[config.mk]
export PLATFORM = sky130hd
export DESIGN_NAME = ff_excitation_gen
export DESIGN_NICKNAME = d
export VERILOG_FILES = /design/src/rtl/ff_excitation_gen.sv
export SDC_FILE = /design/constraint.sdc
export NUM_CORES = 1
export LEC_CHECK = 0
export BUFFER_PORTS_ARGS = -buffer_cell sky130_fd_sc_hd__buf_2
export CAP_MARGIN = 5
export CORE_ASPECT_RATIO = 1.25
export CORE_MARGIN = 2
export CORE_UTILIZATION = 46
export CTS_BUF_LIST = sky130_fd_sc_hd__clkbuf_2
export CTS_CLUSTER_DIAMETER = 40
export DETAILED_ROUTE_END_ITERATION = 16
export GPL_TIMING_DRIVEN = 0
export PLACE_DENSITY = 0.86
export SETUP_SLACK_MARGIN = 0.02
export SKIP_CTS_REPAIR_TIMING = 1
export SLEW_MARGIN = 20
export SYNTH_ARGS = -nofsm -noshare
export SYNTH_HDL_FRONTEND = slang
export SYNTH_SLANG_ARGS = --single-unit
[constraint.sdc]
create_clock -name clk -period 1.5 [get_ports clk]
set_clock_uncertainty 0.15 [all_clocks]
set_input_delay 0.075 -clock clk [delete_from_list [all_inputs] [get_ports clk]]
set_output_delay 0.075 -clock clk [all_outputs]
set_load 0.005 [all_outputs]
[src/rtl/ff_excitation_gen.sv]
// Excitation generator: derives SR/JK/D/T excitations that move the current state to a
// requested target, applies them to four flop banks, and checks every bank reached it.
module ff_excitation_gen #(
    parameter int WIDTH = 4
) (
    input  logic             clk,
    input  logic             rst,
    input  logic             tgt_valid,
    output logic             tgt_ready,
    input  logic [WIDTH-1:0] tgt_q,
    input  logic [WIDTH-1:0] inj_flip,
    output logic [WIDTH-1:0] s_o,
    output logic [WIDTH-1:0] r_o,
    output logic [WIDTH-1:0] j_o,
    output logic [WIDTH-1:0] k_o,
    output logic [WIDTH-1:0] d_o,
    output logic [WIDTH-1:0] t_o,
    output logic [WIDTH-1:0] q_sr,
    output logic [WIDTH-1:0] q_jk,
    output logic [WIDTH-1:0] q_d,
    output logic [WIDTH-1:0] q_t,
    output logic             done,
    output logic             mismatch,
    output logic [7:0]       xfer_cnt
);

    typedef enum logic [1:0] {
        IDLE  = 2'd0,
        APPLY = 2'd1,
        CHECK = 2'd2
    } state_t;

    state_t           state;
    state_t           state_nxt;
    logic [WIDTH-1:0] tgt_cap;
    logic             accept;
    logic             banks_off;

    assign tgt_ready = (state == IDLE) && !rst;
    assign accept    = tgt_valid && tgt_ready;
    assign banks_off = (q_sr != tgt_cap) || (q_jk != tgt_cap) ||
                       (q_d != tgt_cap) || (q_t != tgt_cap);

    // State register
    always_ff @(posedge clk) begin
        if (rst) begin
            state <= IDLE;
        end else begin
            state <= state_nxt;
        end
    end

    // Next-state logic
    always_comb begin
        state_nxt = state;
        case (state)
            IDLE: begin
                if (accept) begin
                    state_nxt = APPLY;
                end else begin
                    state_nxt = IDLE;
                end
            end
            APPLY:   state_nxt = CHECK;
            CHECK:   state_nxt = IDLE;
            default: state_nxt = IDLE;
        endcase
    end

    // Excitation registers, flop banks, status and transfer counter
    always_ff @(posedge clk) begin
        if (rst) begin
            tgt_cap  <= {WIDTH{1'b0}};
            s_o      <= {WIDTH{1'b0}};
            r_o      <= {WIDTH{1'b0}};
            j_o      <= {WIDTH{1'b0}};
            k_o      <= {WIDTH{1'b0}};
            d_o      <= {WIDTH{1'b0}};
            t_o      <= {WIDTH{1'b0}};
            q_sr     <= {WIDTH{1'b0}};
            q_jk     <= {WIDTH{1'b0}};
            q_d      <= {WIDTH{1'b0}};
            q_t      <= {WIDTH{1'b0}};
            done     <= 1'b0;
            mismatch <= 1'b0;
            xfer_cnt <= 8'd0;
        end else begin
            // Banks follow their excitations every cycle; idle excitations make them hold.
            // S=R=1 is treated as hold here and flagged below.
            q_sr <= (s_o & ~r_o) | (q_sr & ~(r_o & ~s_o));
            q_jk <= (j_o & ~q_jk) | (~k_o & q_jk);
            q_d  <= d_o;
            q_t  <= q_t ^ t_o;

            if (accept) begin
                tgt_cap <= tgt_q;
                s_o     <= ~q_d & tgt_q;
                r_o     <= q_d & ~tgt_q;
                j_o     <= ~q_d & tgt_q;
                k_o     <= q_d & ~tgt_q;
                d_o     <= tgt_q;
                t_o     <= (q_d ^ tgt_q) ^ inj_flip;
            end else begin
                // d_o already equals the value q_d is loading, so holding it keeps d_o == q_d.
                s_o <= {WIDTH{1'b0}};
                r_o <= {WIDTH{1'b0}};
                j_o <= {WIDTH{1'b0}};
                k_o <= {WIDTH{1'b0}};
                t_o <= {WIDTH{1'b0}};
            end

            done <= (state == APPLY);

            if ((state == APPLY) && (xfer_cnt != 8'd255)) begin
                xfer_cnt <= xfer_cnt + 8'd1;
            end else begin
                xfer_cnt <= xfer_cnt;
            end

            if ((|(s_o & r_o)) || ((state == CHECK) && banks_off)) begin
                mismatch <= 1'b1;
            end else begin
                mismatch <= mismatch;
            end
        end
    end

endmodule
* Word level (Yosys, flattened, before mapping)
Cells that the tools add are included.
** Cells by class
- $add $sub $neg :: 1
- Bitwise logic cells :: 20
- Eq/ne operators :: 7
- Reduce and logical (&&, ||, !) cells :: 12
- Muxes and demuxes :: 2
** Operator list (number)
- AND 4 bit :: 8
- NOT 4 bit :: 6
- inequality test 4 bit :: 4
- XOR 4 bit :: 3
- adder 8 x 1 -> 8 bit, second input constant :: 1
- inequality test 8 bit, second input constant :: 1
- bitwise OR 4 bit :: 2
- logical AND 1 bit :: 4
- logical OR 1 bit :: 4
- case mux 2 bit (2 select lines) :: 1
- OR reduction 4 bit :: 1
- == test 2 x 1 -> 1 bit, second input constant :: 1
- == test 2 bit, second input constant :: 1
- logical NOT 2 bit :: 1
- OR reduction 2 bit :: 1
- logical NOT 1 bit :: 1
- two-way mux 1 bit :: 1
- NOT 1 bit :: 1
** Storage, ports and cells
- Bits of input ports :: 11
- Register bits after elaboration :: 44
- Word-level logic and storage cells :: 54
- Output and inout bits :: 51

* Longest topological paths before layout
Gate-level depths: netlist of run 1.
- Depth in word-level cells :: 6
- Mapped depth :: 5
- Depth with buffers taken out :: 5

* Least setup slack after synthesis of run 1
No wires, ideal clock.
- Kind :: register -> register
- Start :: register xfer_cnt[0]
- End :: register xfer_cnt[7]
- Period minus slack after synthesis :: 1594 ps
- Path slack :: -94 ps
- Path buffers :: 0
- Arrival time :: 1374 ps
- Cell stages (with the launch flop) :: 6
- Cell sequence :: dfxtp_1 > ha_1 > nand4_1 > nand3_1 > or4_1 > a21oi_1
** Between the ends
- Word-level cells in the longest chain between the ends :: 2
- Elaborated cells between the ends (all ways) :: 3
- Those cells by class :: add/sub: 1; eq/ne: 1; reduce/logical: 1
** Ends and longest elaborated chain
- start: declaration :: RTL line 24 : output logic [7:0] xfer_cnt
- start signal: assignment :: RTL line 115 : xfer_cnt <= xfer_cnt + 8'd1;
- start signal: assignment :: RTL line 117 : xfer_cnt <= xfer_cnt;
- branches (longest 2 deep; another with adder 8 x 1 -> 8 bit)
Several ways; the timed one is not identified.
A chain may end at the register's enable or synchronous reset.

* Worst setup path in the final report of run 1
- Start :: register tgt_cap[3]
- End :: register mismatch
** Between the ends
- Word-level cells in the longest chain between the ends :: 6
- Elaborated cells between the ends (all ways) :: 9
- Those cells by class :: eq/ne: 4; reduce/logical: 5
** Ends and longest elaborated chain
- start: declaration :: RTL line 35 : logic [WIDTH-1:0] tgt_cap;
- start signal: assignment :: RTL line 73 : tgt_cap <= {WIDTH{1'b0}};
- start signal: assignment :: RTL line 96 : tgt_cap <= tgt_q;
- inequality test 4 bit :: RTL line 41 : assign banks_off = (q_sr != tgt_cap) || (q_jk != tgt_cap) ||
- logical OR 1 bit (2 in a row) :: RTL line 41
- logical OR 1 bit (*) :: RTL line 42 : (q_d != tgt_cap) || (q_t != tgt_cap);
- logical AND 1 bit (*) :: RTL line 120 : if ((|(s_o & r_o)) || ((state == CHECK) && banks_off)) begin
- logical OR 1 bit (*) :: RTL line 120
- end signal: assignment :: RTL line 123 : mismatch <= mismatch;
- end: declaration :: RTL line 23 : output logic mismatch,
Every way passes the cells marked *; elsewhere a longest branch is shown, timed or not.

==> metrics.md, run 1 <==
| Metric | Value |
|---|---|
| # DRC | `0` |
| Nets@finish | `287` |
| Routed WL | `4.12 mm` |
| Main synth FF type | `dfxtp_1` |
| Worst EP arrival | `1810 ps` |
| Max Buffers Root-to-Sink | `2` |
| Unrepaired setup endpoints after global routing | `true` |
| Pre-antenna DRT Iters | `4` |
| Nature of the critical path endpoint | `flip-flop` |
| Total core area | `3780 µm²` |
| Max-cap violation count | `0` |
| I/O pin cnt | `62` |
| Proportion of layout cells with a drive suffix above 1 | `39.6%` |
| Filler cells | `329` |
| DP Worst Slack | `-132 ps` |
| Total track usage | `18.4%` |
| Crit Path Category | `reg2reg` |
| Sequential share of the synthesized area | `47.6%` |
| Rows | `25` |
| Ys async rst share | `0%` |
| Synth Cell Area | `1810 µm²` |
| CTS tree | `yes` |
| Worst setup SP type | `flip-flop` |
| Post-DP Area | `2190 µm²` |
| Synth unique cells | `34` |
| Crit path required time | `1680 ps` |
| Fin. Hold Viols | `8` |
| PortBufs | `60` |
| Die height | `74.1 µm` |
| Yosys warns | `0` |
| FMAX | `614 MHz` |
| Leakage power | `1.20 nW` |
| Post-route ant nets | `0` |
| Final Instance Area | `2420 µm²` |
| Final setup fails | `8` |
| Clk_lat worst skew | `400 ps` |
| Peak VDD IR | `405 µV` |
| Final Max Tran Viols | `0` |
| Die W | `60.1 µm` |
| Via Count | `1610` |
| Crit-path max FO | `4` |
| DP Wirelength | `2.94 mm` |
| Die ar. | `4450 µm²` |
| Post-layout min period | `1630 ps` |
| Syn Inst Count | `185` |
| Fin worst setup slack | `-130 ps` |
| Syn Area/Cell | `9.78 µm²` |
| CTS Buf Count | `5` |
| First-pass GRT wire length | `6.07 mm` |
| Vias in the first global route | `1368` |
| H-tree levels | `2` |
| Initial core utilization | `47.8%` |
| Via/cell ratio | `5.00` |
| Relative slew slack | `63.4%` |
| Syn_nets | `205` |
| Seq cells post-synth | `43` |
| Origin of the critical flop-to-flop path | `tgt_cap[3]` |
| Worst Tran Pin Value | `549 ps` |
| Wire per inst | `12.8 µm` |
| Number of synthesized flops with an enable pin | `0` |
| Worst-path clk slew | `200 ps` |
| Outcome | `complete, but fails checks` |
| CP Launch Point | `tgt_cap[3]` |
| Hold_ws | `-49.0 ps` |
| Root buf cell | `clkbuf_2` |
| Hold Crit Class | `in2reg` |
| Failing checks | `hold timing, setup timing` |
| Clock sinks | `43` |
| P&R area growth vs syn | `33.7%` |
| Gpl congestion | `0.832` |
| Period utilization | `109%` |
| Hold Crit Start | `rst` |
| Pwr/cell area | `841 nW/µm²` |
| Largest net degree at the start of global routing | `13` |
| GRT overflow | `0` |
| Drt first-iter violations | `90` |
| Antenna Cells | `0` |
| Initial antenna violation count | `0` |
==> path summary, 6_finish.rpt <==
path,end,slack (ps),depth (start not counted)
max,mismatch,-130,4
min,k_o[0],-50,3
max reg2reg,mismatch,-130,4
min reg2reg,xfer_cnt[7],370,2
==> cell families after synthesis <==
kind of cell	synth area share, %
mux	7.47
buf+inv	6.71
compound gates	7.12
simple gates	19.6
fa+ha+maj	6.22
flops	47.6
xor+xnor	5.32
==> flip-flops by register name, indices dropped and copies added (netlist names) <==
signal and cells:
q_sr 4, j_o 4, xfer_cnt 8, q_jk 4, t_o 4, q_d 4
state 2, q_t 4, tgt_cap 4, mismatch 1, k_o 4
==> metal layers <==
layer / track usage, % / routed length, µm / part of all wire (%) / up-vias
li1: - / - / - / 797
met1: 19.7 / 1620 / 39 / 757
met2: 31.9 / 2120 / 51 / 48
met3: 6.43 / 285 / 6.9 / 8
met4: 8.40 / 91 / 2.2 / 0
met5: 0 / 0 / 0 / -
==> placed cells by master, fill, tap and decap left out, types with 7 or more instances in the layout <==
cell            n
buf_2          61
ha_1            8
clkbuf_2        7
and3_1          9
a21oi_1         8
xor2_1          7
inv_1          13
dfxtp_1        33
nor2_1         23
mux2i_1         8
buf_4          13
dlygate4sd3_1  10
==> cells in the mapped netlist (all sizes together) (2+ instances only) <==
| cell type | instances | area share (%) |
|---|---|---|
| ha | 9 | 6.2 |
| or4 | 6 | 2.5 |
| mux2 | 4 | 2.5 |
| nand4 | 6 | 2.1 |
| nor3 | 2 | 1.2 |
| nor2b | 5 | 1.7 |
| a21oi | 8 | 2.2 |
| o21ai | 4 | 1.3 |
| inv | 13 | 2.7 |
| nor2 | 23 | 4.8 |
| dfxtp | 43 | 48 |
| nand2 | 7 | 1.6 |
| nand3 | 3 | 1.1 |
| and3 | 10 | 3.5 |
| clkbuf | 2 | 0.42 |
| o31ai | 2 | 0.83 |
| mux2i | 9 | 5.0 |
| buf | 9 | 3.6 |
| xor2 | 7 | 3.4 |
| xnor2 | 4 | 1.9 |
| o211ai | 2 | 0.83 |
==> cell type report <==
class	instances	area [µm²]	area share, %
plain buffers	11	72.6	3.00
clock buffers	7	35.0	1.45
clock inverters	1	5.00	0.207
inverters	13	48.8	2.02
multi-input cells	118	866	35.8
flip-flops and latches	43	886	36.6
well taps	54	67.6	2.79
repair buffers	75	438	18.1
==> critical path: stages, from the launching register on <==
cell,delay (ps)
dfxtp_1,370
or4_1,540
mux2i_2,220
nand4_1,110
a21o_1,170
==> per-stage QoR <==
stage	utilization (%)	hold WS (ps)	instances	total power [W]	TNS, ps
detailed placement	57.9	173	299	0.00154	-656
floorplan	-	65.9	185	0.00142	0
global placement	57.9	166	299	0.00153	-435
CTS	59.0	-276	307	0.00202	-1040
finish	63.9	-49.0	322	0.00203	-430
global route	63.9	-76.3	322	0.00214	-1170
==> where the power goes <==
part,total [W],internal (W),switching (W),leakage (nW)
clock,0.000483,0.000127,0.000356,0.0330
combinational,0.000299,0.000164,0.000135,0.807
sequential,0.00125,0.00119,0.0000583,0.357
(Power assumes the default switching activity.)
==> inputs of run 2 (changes only) <==
- PLACE_DENSITY: 0.86 -> 0.78
- SETUP_SLACK_MARGIN: 0.02 -> 0.2
==> run 2 against run 1 <==
  * The run still ends with hold timing, setup timing left
  * Combinational power grew 18%
  * Register-to-register slack is essentially flat
  * Sequential share of layout area shrank 1.6 points
  * Via count grew 0.75%
  * Final area grew 8.6%
  * Largest power group unchanged
  * Global-route usage shrank 1.2 points
  * Count of clock-buffer cells in the layout shrank 2
  * Non-clock buffer count grew 4
  * Utilization grew 5.5 points
  * Critical endpoint unchanged
  * Wire length grew 5.7%
  * Fmax grew 0.47%
  * Setup slack gained 7.7 ps
==> metrics.md, run 2 (same netlist as run 1, synthesis figures left out) <==
| Metric | Value |
|---|---|
| Outcome | `complete, but fails checks` |
| Failing checks | `hold timing, setup timing` |
| Worst path cell trace | `or4_1 -> mux2i_1 -> nand4_1 -> a21o_1` |
| Gpl congestion | `0.769 (-7.5%)` |
| FMAX | `616 MHz (+0.47%)` |
| DR WL met2 | `2.32 mm (+9.4%)` |
| Relative slew slack | `62.0% (-1.4 points)` |
| Crit Path Category | `reg2reg` |
| Worst path bufs/invs | `0 (unchanged)` |
| Post-layout min period | `1620 ps (-7.70 ps)` |
| GRT overflow | `0 (unchanged)` |
| CP top delay family | `simple AND/OR/NAND/NOR gates` |
| Clock sinks | `43 (unchanged)` |
| DP Wirelength | `2.83 mm (-3.5%)` |
| Pwr/cell area | `858 nW/µm² (+2.0%)` |
| Vias in the first global route | `1270 (-7.2%)` |
| Fin. Hold Viols | `5 (-3)` |
| # DRC | `0 (unchanged)` |
| Worst EP arrival | `1810 ps (about the same)` |
| Die ar. | `4450 µm² (unchanged)` |
| Total track usage | `17.2% (-1.2 points)` |
| Final Max Tran Viols | `0 (unchanged)` |
| Max Buffers Root-to-Sink | `2 (unchanged)` |
| Die height | `74.1 µm (unchanged)` |
| Total core area | `3780 µm² (unchanged)` |
| Slowest cell delay on critical path | `500 ps (-40 ps)` |
| Crit-path max FO | `4 (unchanged)` |
| Period utilization | `108% (-0.51 points)` |
| Crit-path slowest cell | `or4_1` |
| Nature of the critical path endpoint | `flip-flop` |
| Post-route ant nets | `0 (unchanged)` |
| Unrepaired setup endpoints after global routing | `true` |
| Hold Crit Class | `in2reg` |
| Commonest non-fill, non-tap cell in the layout | `buf_2` |
| Core Util, Final | `69.4% (+5.5 points)` |
| First-pass GRT wire length | `5.75 mm (-5.2%)` |
| Detail Route met3 WL | `201 µm (-29%)` |
| Die W | `60.1 µm (unchanged)` |
| Largest reg by FF count | `xfer_cnt` |
| Clk_lat worst skew | `420 ps (+20 ps)` |
| Root buf cell | `clkbuf_2` |
| Final Instance Area | `2630 µm² (+8.6%)` |
| Worst-path clk slew | `220 ps (+20 ps)` |
| Hold_ws | `-160 ps (-111 ps)` |
| Final setup fails | `12 (+4)` |
| Antenna Cells | `0 (unchanged)` |
| Post-DP Area | `2200 µm² (+0.46%)` |
| P&R area growth vs syn | `45.2%` |
| Highest metal used | `met4` |
| Via Count | `1622 (+0.75%)` |
| Worst setup SP type | `flip-flop` |
| PortBufs | `60 (unchanged)` |
| Largest net degree at the start of global routing | `14 (+1)` |
| I/O pin cnt | `62 (unchanged)` |
| Nets@finish | `292 (+1.7%)` |
| Wl on met1 | `1.76 mm (+8.5%)` |
| Crit path required time | `1690 ps (about the same)` |
| Pre-antenna DRT Iters | `4 (unchanged)` |
| Rows | `25 (unchanged)` |
| Worst Tran Pin Value | `570 ps (+21.1 ps)` |
| Proportion of layout cells with a drive suffix above 1 | `46.9% (+7.3 points)` |
| Via/cell ratio | `4.96 (-0.80%)` |
| Total power | `0.00225 W (+11%)` |
| Initial antenna violation count | `0 (unchanged)` |
| Peak VDD IR | `702 µV (+73%)` |
| H-tree levels | `2 (unchanged)` |
| Largest register FFs | `8 (unchanged)` |
| Initial core utilization | `47.8% (unchanged)` |
| Fin worst setup slack | `-122 ps (+7.70 ps)` |
| TNS Setup | `-422 ps (+7.43 ps)` |
| Most frequent cells in the layout | `buf_2 (53), nor2_1 (22), buf_6 (18), dfxtp_1 (18), dfxtp_2 (14)` |
| Max-cap violation count | `0 (unchanged)` |
| Routed WL | `4.35 mm (+5.7%)` |
| Leakage power | `1.25 nW (+4.8%)` |
| CTS Buf Count | `5 (unchanged)` |
| Wire per inst | `13.3 µm (+4.1%)` |
| CTS tree | `yes` |
| Drt first-iter violations | `82 (-8.9%)` |
run 2: cell types whose count changed in the layout (fill, tap and decap cells not counted), moves of 5 or more:
cell | previous run | this run
buf_2 | 61 | 53
buf_4 | 13 | 8
buf_6 | 0 | 18
dfxtp_1 | 33 | 18
dfxtp_2 | 5 | 14
dfxtp_4 | 5 | 11
run 2: final cells by class:
cell class / instances / area, µm²
flip-flops and latches: 43 / 920
clock inverters: 3 / 38.8
multi-input cells: 119 / 902
repair buffers: 79 / 531
well taps: 54 / 67.6
fillers: 305 / 1160
plain buffers: 11 / 95.1
inverters: 13 / 48.8
clock buffers: 5 / 25.0
run 2: final timing paths:
kind	start	endpoint	slack [ps]	depth (start not counted)
worst min-delay path	rst	q_d[1]	-160	2
worst max register to register	tgt_cap[1]	mismatch	-120	4
worst min register to register	q_jk[3]	q_jk[3]	350	1
worst max-delay path	tgt_cap[1]	mismatch	-120	4
run 2: metrics by stage:
stage,setup WS [ps],std cells,hold WS (ps)
2_1_floorplan,16.4,185,65.9
3_3_place_gp,-66.1,299,169
3_5_place_dp,-88.4,299,170
4_1_cts,-132,307,-272
5_1_grt,-176,327,-189
6_report,-122,327,-160
run 2: power by group:
part / internal (W) / switching [W] / leakage, nW
registers: 0.00119 / 0.0000595 / 0.365
clock network: 0.000274 / 0.000378 / 0.0404
logic: 0.000200 / 0.000153 / 0.849
total: 0.00166 / 0.000591 / 1.25
run 2: layer usage:
metal	vias up	track usage [%]
li1	806	-
met1	763	20.4
met2	45	29.2
met3	8	5.22
met4	0	5.93
met5	-	0
==> inputs of run 3 (changes only) <==
- HOLD_SLACK_MARGIN: default -> 0.15
- RECOVER_POWER: default -> 100
==> run 3 against run 2 <==
  * The run still ends with hold timing, setup timing left
  * Via count stayed put
  * Non-clock buffer count stayed put
  * Cell count did not move
  * Count of clock-buffer cells in the layout unchanged
  * Critical endpoint unchanged
==> metrics.md, run 3 (same netlist as run 1, synthesis figures left out) <==
| Metric | Value |
|---|---|
| Clock share of power | `29.0% (about the same)` |
| Total track usage | `17.2% (unchanged)` |
| Relative slew slack | `62.0% (unchanged)` |
| Outcome | `complete, but fails checks` |
| I/O pin cnt | `62 (unchanged)` |
| DP Worst Slack | `-88.4 ps (unchanged)` |
| Most frequent cells in the layout | `buf_2 (53), dfxtp_1 (23), nor2_1 (22), buf_6 (18), inv_1 (13)` |
| Final setup fails | `12 (unchanged)` |
| Length in cells of the worst reg-to-reg path | `4 (unchanged)` |
| Origin of the critical flop-to-flop path | `tgt_cap[1]` |
| Failing checks | `hold timing, setup timing` |
| Initial antenna violation count | `0 (unchanged)` |
| Worst EP arrival | `1820 ps (about the same)` |
| Largest register FFs | `8 (unchanged)` |
| Largest reg by FF count | `xfer_cnt` |
| Worst-path clk slew | `220 ps (about the same)` |
| Post-layout min period | `1630 ps (+3.49 ps)` |
| Rows | `25 (unchanged)` |
| Initial core utilization | `47.8% (unchanged)` |
| Register share of total power | `55.4% (about the same)` |
| Crit Path Category | `reg2reg` |
| Pre-antenna DRT Iters | `4 (unchanged)` |
| R2R setup slack | `-130 ps (about the same)` |
| Hold_ws | `-160 ps (-0.141 ps)` |
| Worst hold path depth | `2 (unchanged)` |
| First-pass GRT wire length | `5.75 mm (unchanged)` |
| Worst path bufs/invs | `0 (unchanged)` |
| Via Count | `1622 (unchanged)` |
| # DRC | `0 (unchanged)` |
| CTS tree | `yes` |
| Slowest cell delay on critical path | `510 ps (about the same)` |
| H-tree levels | `2 (unchanged)` |
| PortBufs | `60 (unchanged)` |
| Largest net degree at the start of global routing | `14 (unchanged)` |
| Vias in the first global route | `1270 (unchanged)` |
| Die height | `74.1 µm (unchanged)` |
| Drt first-iter violations | `69 (-16%)` |
| Fin. Hold Viols | `5 (unchanged)` |
| Gpl congestion | `0.769 (unchanged)` |
| CTS Buf Count | `5 (unchanged)` |
| Nets@finish | `292 (unchanged)` |
| Peak VDD IR | `702 µV (about the same)` |
| Root buf cell | `clkbuf_2` |
| Worst setup SP type | `flip-flop` |
| Unrepaired setup endpoints after global routing | `true` |
| Via/cell ratio | `4.96 (unchanged)` |
| Switching Share | `26.2% (about the same)` |
| Nature of the critical path endpoint | `flip-flop` |
| Max-cap violation count | `0 (unchanged)` |
| Post-route ant nets | `0 (unchanged)` |
| Worst Tran Pin Value | `570 ps (unchanged)` |
| Total core area | `3780 µm² (unchanged)` |
| Crit-path slowest cell | `or4_1` |
| DP Wirelength | `2.83 mm (unchanged)` |
| Crit path required time | `1690 ps (about the same)` |
| Wire per inst | `13.3 µm (about the same)` |
| P_int | `0.00166 W (about the same)` |
| Clk_lat worst skew | `420 ps (about the same)` |
| Clock sinks | `43 (unchanged)` |
| Final Max Tran Viols | `0 (unchanged)` |
| Period utilization | `108% (+0.23 points)` |
| Proportion of layout cells with a drive suffix above 1 | `45.1% (-1.8 points)` |
| Worst path cell trace | `or4_1 -> mux2i_1 -> nand4_1 -> a21o_1` |
| P&R area growth vs syn | `44.7%` |
| Fin worst setup slack | `-126 ps (-3.49 ps)` |
| Antenna Cells | `0 (unchanged)` |
| Die W | `60.1 µm (unchanged)` |
| CP top delay family | `simple AND/OR/NAND/NOR gates` |
| Max Buffers Root-to-Sink | `2 (unchanged)` |
| FMAX | `615 MHz (-0.21%)` |
| Pwr/cell area | `860 nW/µm² (+0.30%)` |
| Hold Crit Start | `rst` |
| Leakage power | `1.25 nW (-0.17%)` |
| Crit-path max FO | `4 (unchanged)` |
| Routed WL | `4.35 mm (about the same)` |
| Hold Crit Class | `in2reg` |
| Comb power frac | `15.7% (about the same)` |
| GRT overflow | `0 (unchanged)` |
| Commonest non-fill, non-tap cell in the layout | `buf_2` |
| Reg-to-Reg End | `mismatch` |
| Die ar. | `4450 µm² (unchanged)` |
| Worst Hold End | `q_d[1]` |
| Psw | `0.000591 W (about the same)` |
-- run 3: how the worst max path moves through the flow --
stage / from / endpoint / slack, ps / cells after the start
final: tgt_cap[1] / mismatch / -130 / 4
after global placement: xfer_cnt[1] / xfer_cnt[1] / -70 / 5
after global routing: tgt_cap[1] / mismatch / -180 / 4
after detailed placement: xfer_cnt[1] / xfer_cnt[1] / -90 / 5
after CTS: xfer_cnt[0] / xfer_cnt[7] / -130 / 5
after floorplan: xfer_cnt[0] / xfer_cnt[7] / 20 / 5
-- run 3: final cells by class --
cell class              instances  area, µm²
inverters                      13       48.8
repair buffers                 79        531
multi-input cells             119        902
clock buffers                   5       25.0
flip-flops and latches         43        911
plain buffers                  11       95.1
clock inverters                 3       38.8
well taps                      54       67.6
fillers                       309       1170
-- run 3: metal layers --
metal	GRT usage (%)	vias up	share of wire [%]	routed length [µm]
li1	-	806	-	-
met1	20.4	763	40	1760
met2	29.2	45	53	2320
met3	5.22	8	4.6	201
met4	5.93	0	1.7	72
met5	0	-	0	0
-- run 3: stage by stage --
| stage | total power [W] | instances | utilization [%] | setup TNS (ps) | area (µm²) |
|---|---|---|---|---|---|
| after floorplan | 0.00143 | 185 | - | 0 | 1830 |
| after global placement | 0.00153 | 299 | 58.2 | -427 | 2200 |
| after detailed placement | 0.00154 | 299 | 58.2 | -541 | 2200 |
| after CTS | 0.00218 | 307 | 59.9 | -937 | 2270 |
| after global routing | 0.00235 | 327 | 69.2 | -1210 | 2620 |
| final | 0.00225 | 327 | 69.2 | -415 | 2620 |
-- run 3: power groups by stage --
stage          Sequential, W  Combinational, W  Clock, W
5_1_grt              0.00126          0.000384  0.000709
4_1_cts              0.00126          0.000261  0.000659
2_1_floorplan        0.00128          0.000147         0
6_report             0.00125          0.000353  0.000652
3_3_place_gp         0.00128          0.000253         0
3_5_place_dp         0.00128          0.000260         0
